## config.mk

```make
export PLATFORM = sky130hd
export DESIGN_NAME = wb_port_arbiter_flat
export DESIGN_NICKNAME = d
export VERILOG_FILES = /design/src/rtl/wb_port_arbiter_pkg.sv /design/src/rtl/wb_port_arbiter_if.sv /design/src/rtl/wb_port_arbiter_fifo.sv /design/src/rtl/wb_port_arbiter.sv /design/src/flat_wrapper.sv
export SDC_FILE = /design/constraint.sdc
export NUM_CORES = 1
export LEC_CHECK = 0
export CORE_MARGIN = 3
export CORE_UTILIZATION = 40
export DETAILED_ROUTE_END_ITERATION = 8
export PLACE_DENSITY = 0.65
export SETUP_SLACK_MARGIN = 0.05
export SYNTH_ARGS = -nofsm -noshare
export SYNTH_HDL_FRONTEND = slang
export SYNTH_SLANG_ARGS = --single-unit
```

## constraint.sdc

```tcl
create_clock -name clk -period 8.1 [get_ports clk]
set_input_delay 1.62 -clock clk [delete_from_list [all_inputs] [get_ports clk]]
set_output_delay 1.62 -clock clk [all_outputs]
set_load 0.05 [all_outputs]
```

## src/rtl/wb_port_arbiter_pkg.sv

```systemverilog
// Shared write-back definitions: register-file geometry, the zero register
// and the request record carried from a producer to the write port.
package wb_port_arbiter_pkg;

  localparam int DATA_W = 32;
  localparam int ADDR_W = 5;

  localparam logic [ADDR_W-1:0] REG_ZERO = '0;

  typedef struct packed {
    logic              valid;
    logic [ADDR_W-1:0] rd;
    logic [DATA_W-1:0] data;
  } wb_req_t;

endpackage

```

## src/rtl/wb_port_arbiter_if.sv

```systemverilog
// Bus between the pipeline / long-latency producers and the write-back
// arbiter, including the registered register-file write port.
interface wb_port_arbiter_if
  import wb_port_arbiter_pkg::*;
#(
  parameter int DATA_W   = wb_port_arbiter_pkg::DATA_W,
  parameter int ADDR_W   = wb_port_arbiter_pkg::ADDR_W,
  parameter int LL_DEPTH = 2
);

  logic                             pipe_valid;
  logic [ADDR_W-1:0]                pipe_rd;
  logic [DATA_W-1:0]                pipe_data;
  logic                             pipe_stall;
  logic                             ll_valid;
  logic                             ll_ready;
  logic [ADDR_W-1:0]                ll_rd;
  logic [DATA_W-1:0]                ll_data;
  logic [$clog2(LL_DEPTH+1)-1:0]    ll_count;
  logic                             write_en;
  logic [ADDR_W-1:0]                wb_addr;
  logic [DATA_W-1:0]                wb_data;

  modport master (
    output pipe_valid, pipe_rd, pipe_data, ll_valid, ll_rd, ll_data,
    input  pipe_stall, ll_ready, ll_count, write_en, wb_addr, wb_data
  );

  modport slave (
    input  pipe_valid, pipe_rd, pipe_data, ll_valid, ll_rd, ll_data,
    output pipe_stall, ll_ready, ll_count, write_en, wb_addr, wb_data
  );

endinterface

```

## src/rtl/wb_port_arbiter_fifo.sv

```systemverilog
// Small synchronous FIFO holding long-latency results until the register
// file write port is free; occupancy is exported as a count.
module wb_result_fifo
  import wb_port_arbiter_pkg::*;
#(
  parameter int WIDTH = 37,
  parameter int DEPTH = 2
) (
  input  logic                         clk,
  input  logic                         rst,
  input  logic                         push,
  input  logic                         pop,
  input  logic [WIDTH-1:0]             din,
  output logic [WIDTH-1:0]             head,
  output logic                         full,
  output logic                         empty,
  output logic [$clog2(DEPTH+1)-1:0]   count
);

  localparam int PTR_W = (DEPTH > 1) ? $clog2(DEPTH) : 1;
  localparam int CNT_W = $clog2(DEPTH+1);

  logic [WIDTH-1:0] mem [DEPTH];
  logic [PTR_W-1:0] wr_ptr;
  logic [PTR_W-1:0] rd_ptr;
  logic             do_push;
  logic             do_pop;

  function automatic logic [PTR_W-1:0] next_ptr(input logic [PTR_W-1:0] p);
    return (p == PTR_W'(DEPTH-1)) ? '0 : p + PTR_W'(1);
  endfunction

  assign full    = (count == CNT_W'(DEPTH));
  assign empty   = (count == '0);
  assign do_push = push && !full;
  assign do_pop  = pop && !empty;
  assign head    = mem[rd_ptr];

  // Storage needs no reset: stale entries are unreachable once the pointers clear.
  always_ff @(posedge clk) begin
    if (do_push) mem[wr_ptr] <= din;
  end

  always_ff @(posedge clk or posedge rst) begin
    if (rst) begin
      wr_ptr <= '0;
      rd_ptr <= '0;
      count  <= '0;
    end else begin
      if (do_push) wr_ptr <= next_ptr(wr_ptr);
      if (do_pop)  rd_ptr <= next_ptr(rd_ptr);
      case ({do_push, do_pop})
        2'b10:   count <= count + CNT_W'(1);
        2'b01:   count <= count - CNT_W'(1);
        default: count <= count;
      endcase
    end
  end

endmodule

```

## src/rtl/wb_port_arbiter.sv

```systemverilog
// Write-back arbiter: merges in-order pipeline results with buffered
// long-latency results onto the single register-file write port.
module wb_port_arbiter
  import wb_port_arbiter_pkg::*;
#(
  parameter int DATA_W   = wb_port_arbiter_pkg::DATA_W,
  parameter int ADDR_W   = wb_port_arbiter_pkg::ADDR_W,
  parameter int LL_DEPTH = 2
) (
  input  logic                 clk,
  input  logic                 rst,
  wb_port_arbiter_if.slave     bus
);

  localparam int ENT_W = ADDR_W + DATA_W;

  logic             pipe_req;
  logic             full;
  logic             empty;
  logic             push;
  logic             pop;
  logic [ENT_W-1:0] head;
  wb_req_t          grant;

  assign pipe_req = bus.pipe_valid && (bus.pipe_rd != REG_ZERO);

  wb_result_fifo #(
    .WIDTH (ENT_W),
    .DEPTH (LL_DEPTH)
  ) u_fifo (
    .clk   (clk),
    .rst   (rst),
    .push  (push),
    .pop   (pop),
    .din   ({bus.ll_rd, bus.ll_data}),
    .head  (head),
    .full  (full),
    .empty (empty),
    .count (bus.ll_count)
  );

  // A full FIFO outranks the pipeline so buffered results can never starve.
  always_comb begin
    grant          = '0;
    push           = 1'b0;
    pop            = 1'b0;
    bus.pipe_stall = 1'b0;
    bus.ll_ready   = !rst;
    if (full) begin
      grant          = {1'b1, head};
      pop            = 1'b1;
      bus.pipe_stall = pipe_req;
      bus.ll_ready   = 1'b0;
    end else if (pipe_req) begin
      grant = {1'b1, bus.pipe_rd, bus.pipe_data};
      push  = bus.ll_valid && (bus.ll_rd != REG_ZERO);
    end else if (!empty) begin
      grant = {1'b1, head};
      pop   = 1'b1;
      push  = bus.ll_valid && (bus.ll_rd != REG_ZERO);
    end else if (bus.ll_valid) begin
      grant = {(bus.ll_rd != REG_ZERO), bus.ll_rd, bus.ll_data};
    end
  end

  always_ff @(posedge clk or posedge rst) begin
    if (rst) begin
      bus.write_en <= 1'b0;
      bus.wb_addr  <= '0;
      bus.wb_data  <= '0;
    end else begin
      bus.write_en <= grant.valid;
      if (grant.valid) begin
        bus.wb_addr <= grant.rd;
        bus.wb_data <= grant.data;
      end
    end
  end

endmodule

```

## src/flat_wrapper.sv

```systemverilog
// flat-port wrapper written by rule: the top's interface ports become plain ports
module wb_port_arbiter_flat import wb_port_arbiter_pkg::*;
#(
  parameter int DATA_W   = wb_port_arbiter_pkg::DATA_W,
  parameter int ADDR_W   = wb_port_arbiter_pkg::ADDR_W,
  parameter int LL_DEPTH = 2
)
  (clk, rst, bus_pipe_valid, bus_pipe_rd, bus_pipe_data, bus_ll_valid, bus_ll_rd, bus_ll_data, bus_pipe_stall, bus_ll_ready, bus_ll_count, bus_write_en, bus_wb_addr, bus_wb_data);
  wb_port_arbiter_if #(.DATA_W(DATA_W), .ADDR_W(ADDR_W), .LL_DEPTH(LL_DEPTH)) bus_i ();
  input  logic clk;
  input  logic rst;
  input wire logic [$bits(bus_i.pipe_valid)-1:0] bus_pipe_valid;
  input wire logic [$bits(bus_i.pipe_rd)-1:0] bus_pipe_rd;
  input wire logic [$bits(bus_i.pipe_data)-1:0] bus_pipe_data;
  input wire logic [$bits(bus_i.ll_valid)-1:0] bus_ll_valid;
  input wire logic [$bits(bus_i.ll_rd)-1:0] bus_ll_rd;
  input wire logic [$bits(bus_i.ll_data)-1:0] bus_ll_data;
  output wire logic [$bits(bus_i.pipe_stall)-1:0] bus_pipe_stall;
  output wire logic [$bits(bus_i.ll_ready)-1:0] bus_ll_ready;
  output wire logic [$bits(bus_i.ll_count)-1:0] bus_ll_count;
  output wire logic [$bits(bus_i.write_en)-1:0] bus_write_en;
  output wire logic [$bits(bus_i.wb_addr)-1:0] bus_wb_addr;
  output wire logic [$bits(bus_i.wb_data)-1:0] bus_wb_data;
  assign bus_i.pipe_valid = bus_pipe_valid;
  assign bus_i.pipe_rd = bus_pipe_rd;
  assign bus_i.pipe_data = bus_pipe_data;
  assign bus_i.ll_valid = bus_ll_valid;
  assign bus_i.ll_rd = bus_ll_rd;
  assign bus_i.ll_data = bus_ll_data;
  assign bus_pipe_stall = bus_i.pipe_stall;
  assign bus_ll_ready = bus_i.ll_ready;
  assign bus_ll_count = bus_i.ll_count;
  assign bus_write_en = bus_i.write_en;
  assign bus_wb_addr = bus_i.wb_addr;
  assign bus_wb_data = bus_i.wb_data;
  wb_port_arbiter #(.DATA_W(DATA_W), .ADDR_W(ADDR_W), .LL_DEPTH(LL_DEPTH)) u_core (.clk(clk), .rst(rst), .bus(bus_i));
endmodule
```

==> run_results.csv <==
group,metric,value,unit
run_status,status,"complete, no violations",
global_routing,grt_pass1_wl,22.1,mm
timing,slew_headroom,0.244,
timing,rsz0062_at_grt,"false",
global_routing,grt_max_degree,62,
timing,maxSlewViolCount,0,
setup_path,path_max_fanout,45,
clock_network,cts_tree,"built",
global_routing,overflow,0,
route,num_vias,4170,
clock_network,cts_root_buf,"clkbuf_16",
cells_and_area,fin_nets,630,
clock_network,cts.sinks,116,
timing,setup_viol,0,
floorplanning,start_util,0.413,
place,port_buffers,119,
synthesis,synth_cell_type_count,37,
synthesis,syn_avg_cell_area,12.4,um^2
floorplanning,row_count,42,
cells_and_area,diodes,0,
synthesis,syn_nets,525,
place,place_hpwl,8.66,mm
pwr,ir_drop,0.000155,V
clock_network,post_cts_resized,0,
cells_and_area,area_growth,34.2,%
clock_network,clk_pin_slew,50,ps
clock_network,cts_setup_buffers,0,
route,postRouteAntennaNets,0,
setup_path,critPathCaptureType,"output port",
synthesis,syn_area,5520,um^2
job,cap_violations,0,
route,drc,0,
setup_path,start_kind,"input port",
cells_and_area,fill_cells,1122,
timing,fin_ws,2530,ps
timing,fmax,180,MHz
place,dp.cells,708,
synthesis,synth_seq_area_share,0.593,
clock_network,clk_latency,400,ps
clock_network,cts_buffer_depth,2,
setup_path,criticalPathCategory,"input port to output port",
timing,worst_pin_slew,1130,ps
floorplanning,die_w,123,um
global_routing,grt_pass1_vias,4271,
route,first_pass_iters,4,
route,drtIter0Drc,318,
floorplanning,num_io_pins,120,
worst_hold_path,hp-class,"flip-flop to flip-flop",
floorplanning,die_h,123,um
route,finalWirelength,14.3,mm
synthesis,yosys_warnings,0,
setup_path,required,6480,ps
synthesis,synthCells,446,
clock_network,numCtsBuffers,17,
place,dp_slack,2540,ps
floorplanning,dieArea,15200,um^2
clock_network,hold_buffers,0,
place,place_congestion,0.802,
route,routed_via_density,5.64,
timing,fin_crit_sh,0.688,
pwr,p_leak,0.00263,uW
timing,finalCriticalPeriod,5570,ps
floorplanning,core_area,13300,um^2
cells_and_area,fin_util,0.555,
timing,fin_setup_tns,0,ps
pwr,power_density,418,nW/um^2
global_routing,track_usage,0.190,
route,routedWlPerCell,19.4,um
synthesis,ys_ff_latch,116,
cells_and_area,final_cells,740,
global_routing,antenna_found_initial,0,
cells_and_area,drive_above_1_share,0.0904,
timing,hold_viol,0,
clock_network,cts-htree-levels,4,
timing,finClkSkew,6.42,ps
setup_path,cp.arrival,3950,ps
-- cell type report --
type / count / area [um^2] / area share
Clock buffer: 18 / 439 / 0.0593
Clock inverter: 14 / 209 / 0.0282
Multi-Input combinational cell: 288 / 2010 / 0.272
Sequential cell: 116 / 3280 / 0.442
Tap cell: 176 / 220 / 0.0297
Timing Repair Buffer: 125 / 1240 / 0.167
Inverter: 3 / 11.3 / 0.00152
-- worst paths after layout --
check	to	cells after the start	slack, ps	from
worst max-delay path	bus_pipe_stall	5	2530	bus_pipe_valid
worst min-delay path	u_core.bus.wb_data[20]	1	480	u_core.bus.wb_data[20]
worst max register to register	u_core.bus.wb_addr[1]	5	5130	u_core.u_fifo.count[0]
worst min register to register	u_core.bus.wb_data[20]	1	480	u_core.bus.wb_data[20]
max in group asynchronous	u_core.u_fifo.rd_ptr	2	5620	rst
min in group asynchronous	u_core.bus.wb_data[11]	2	1810	rst
-- through the flow --
step	total power (uW)	hold WS [ps]	cell area [um^2]
after floorplan	1910	468	5520
after global placement	2280	469	6760
after detailed placement	2300	473	6760
after CTS	3120	489	7400
after global routing	3240	504	7400
final	3100	482	7400
-- flip-flops by register name (all words and copies together) (netlist names) --
signal and flops:
u_core.bus.wb_data 32, u_core.bus.wb_addr 5, u_core.u_fifo.wr_ptr 1, u_core.u_fifo.count 2
u_core.bus.write_en 1, u_core.u_fifo.mem 74, u_core.u_fifo.rd_ptr 1
-- kinds of logic after synthesis --
logic type / synth area share
AO/OA/AOI/OAI: 0.183
XOR/XNOR: 0.00794
adder cells (fa/ha/maj): 0.00227
buffers and inverters: 0.0460
flip-flops: 0.593
multiplexers: 0.0671
AND/OR/NAND/NOR: 0.101
-- worst max-delay path, cell delays in order --
cell and delay (ps):
clkdlybuf4s50_1 610, a21boi_4 210, buf_4 480, and2_1 210, clkdlybuf4s50_1 800
-- Yosys cell counts --
library cell	count	share of area
mux2i_1	37	0.067
edfxtp_1	74	0.40
o21ai_0	2	0.0018
o211ai_1	24	0.033
buf_4	6	0.0082
inv_1	2	0.0014
o31ai_1	24	0.033
clkbuf_1	9	0.0061
buf_6	7	0.014
nand2_1	70	0.048
and2_1	1	0.0011
a21oi_1	2	0.0018
nor3_4	1	0.0029
a32o_1	11	0.020
buf_2	16	0.015
xor2_1	2	0.0032
and2_0	1	0.0011
a21bo_2	1	0.0018
nor2_1	15	0.010
inv_2	1	0.00068
nor3_2	2	0.0036
o2bb2ai_1	24	0.038
or3_1	24	0.027
a31oi_4	1	0.0039
nand2b_1	1	0.0011
a21boi_4	1	0.0034
clkbuf_2	1	0.00091
o211ai_2	1	0.0023
ha_1	1	0.0023
a31oi_1	24	0.027
or2_0	1	0.0011
a22oi_1	8	0.011
nor2_4	1	0.0020
dfrtp_1	42	0.19
nor2b_4	1	0.0025
a22o_1	4	0.0063
xnor2_1	3	0.0048
-- cell usage in the layout (no fill, tap or decap), types with 2 or more instances in the layout --
| cell type | synthesis | final |
|---|---|---|
| clkdlybuf4s50_1 | 0 | 119 |
| edfxtp_1 | 74 | 74 |
| nand2_1 | 70 | 70 |
| dfrtp_1 | 42 | 40 |
| mux2i_1 | 37 | 37 |
| o211ai_1 | 24 | 24 |
| or3_1 | 24 | 24 |
| a31oi_1 | 24 | 24 |
| o31ai_1 | 24 | 24 |
| o2bb2ai_1 | 24 | 24 |
| clkbuf_16 | 0 | 17 |
| nor2_1 | 15 | 12 |
| a32o_1 | 11 | 11 |
| a22oi_1 | 8 | 8 |
| buf_4 | 6 | 6 |
| bufinv_16 | 0 | 5 |
| nor2_4 | 1 | 4 |
| a22o_1 | 4 | 4 |
| clkinvlp_4 | 0 | 4 |
| xnor2_1 | 3 | 3 |
| clkinv_1 | 0 | 3 |
| nor3_2 | 2 | 2 |
| inv_2 | 1 | 2 |
| a21oi_1 | 2 | 2 |
| xor2_1 | 2 | 2 |
| o21ai_0 | 2 | 2 |
| clkinv_4 | 0 | 2 |
| dfrtp_2 | 0 | 2 |
-- layer usage --
metal  track usage  wire (um)  vias to the layer above
met4        0.0747        197                        0
li1              -          -                     1938
met2         0.321       7330                      148
met5             0          0                        -
met1         0.237       6060                     2068
met3        0.0425        733                       16
-- report_power, final --
group	switching [uW]	internal [uW]
logic	880	473
clock network	261	551
registers	101	831
Power figures use the tool's default switching activity.
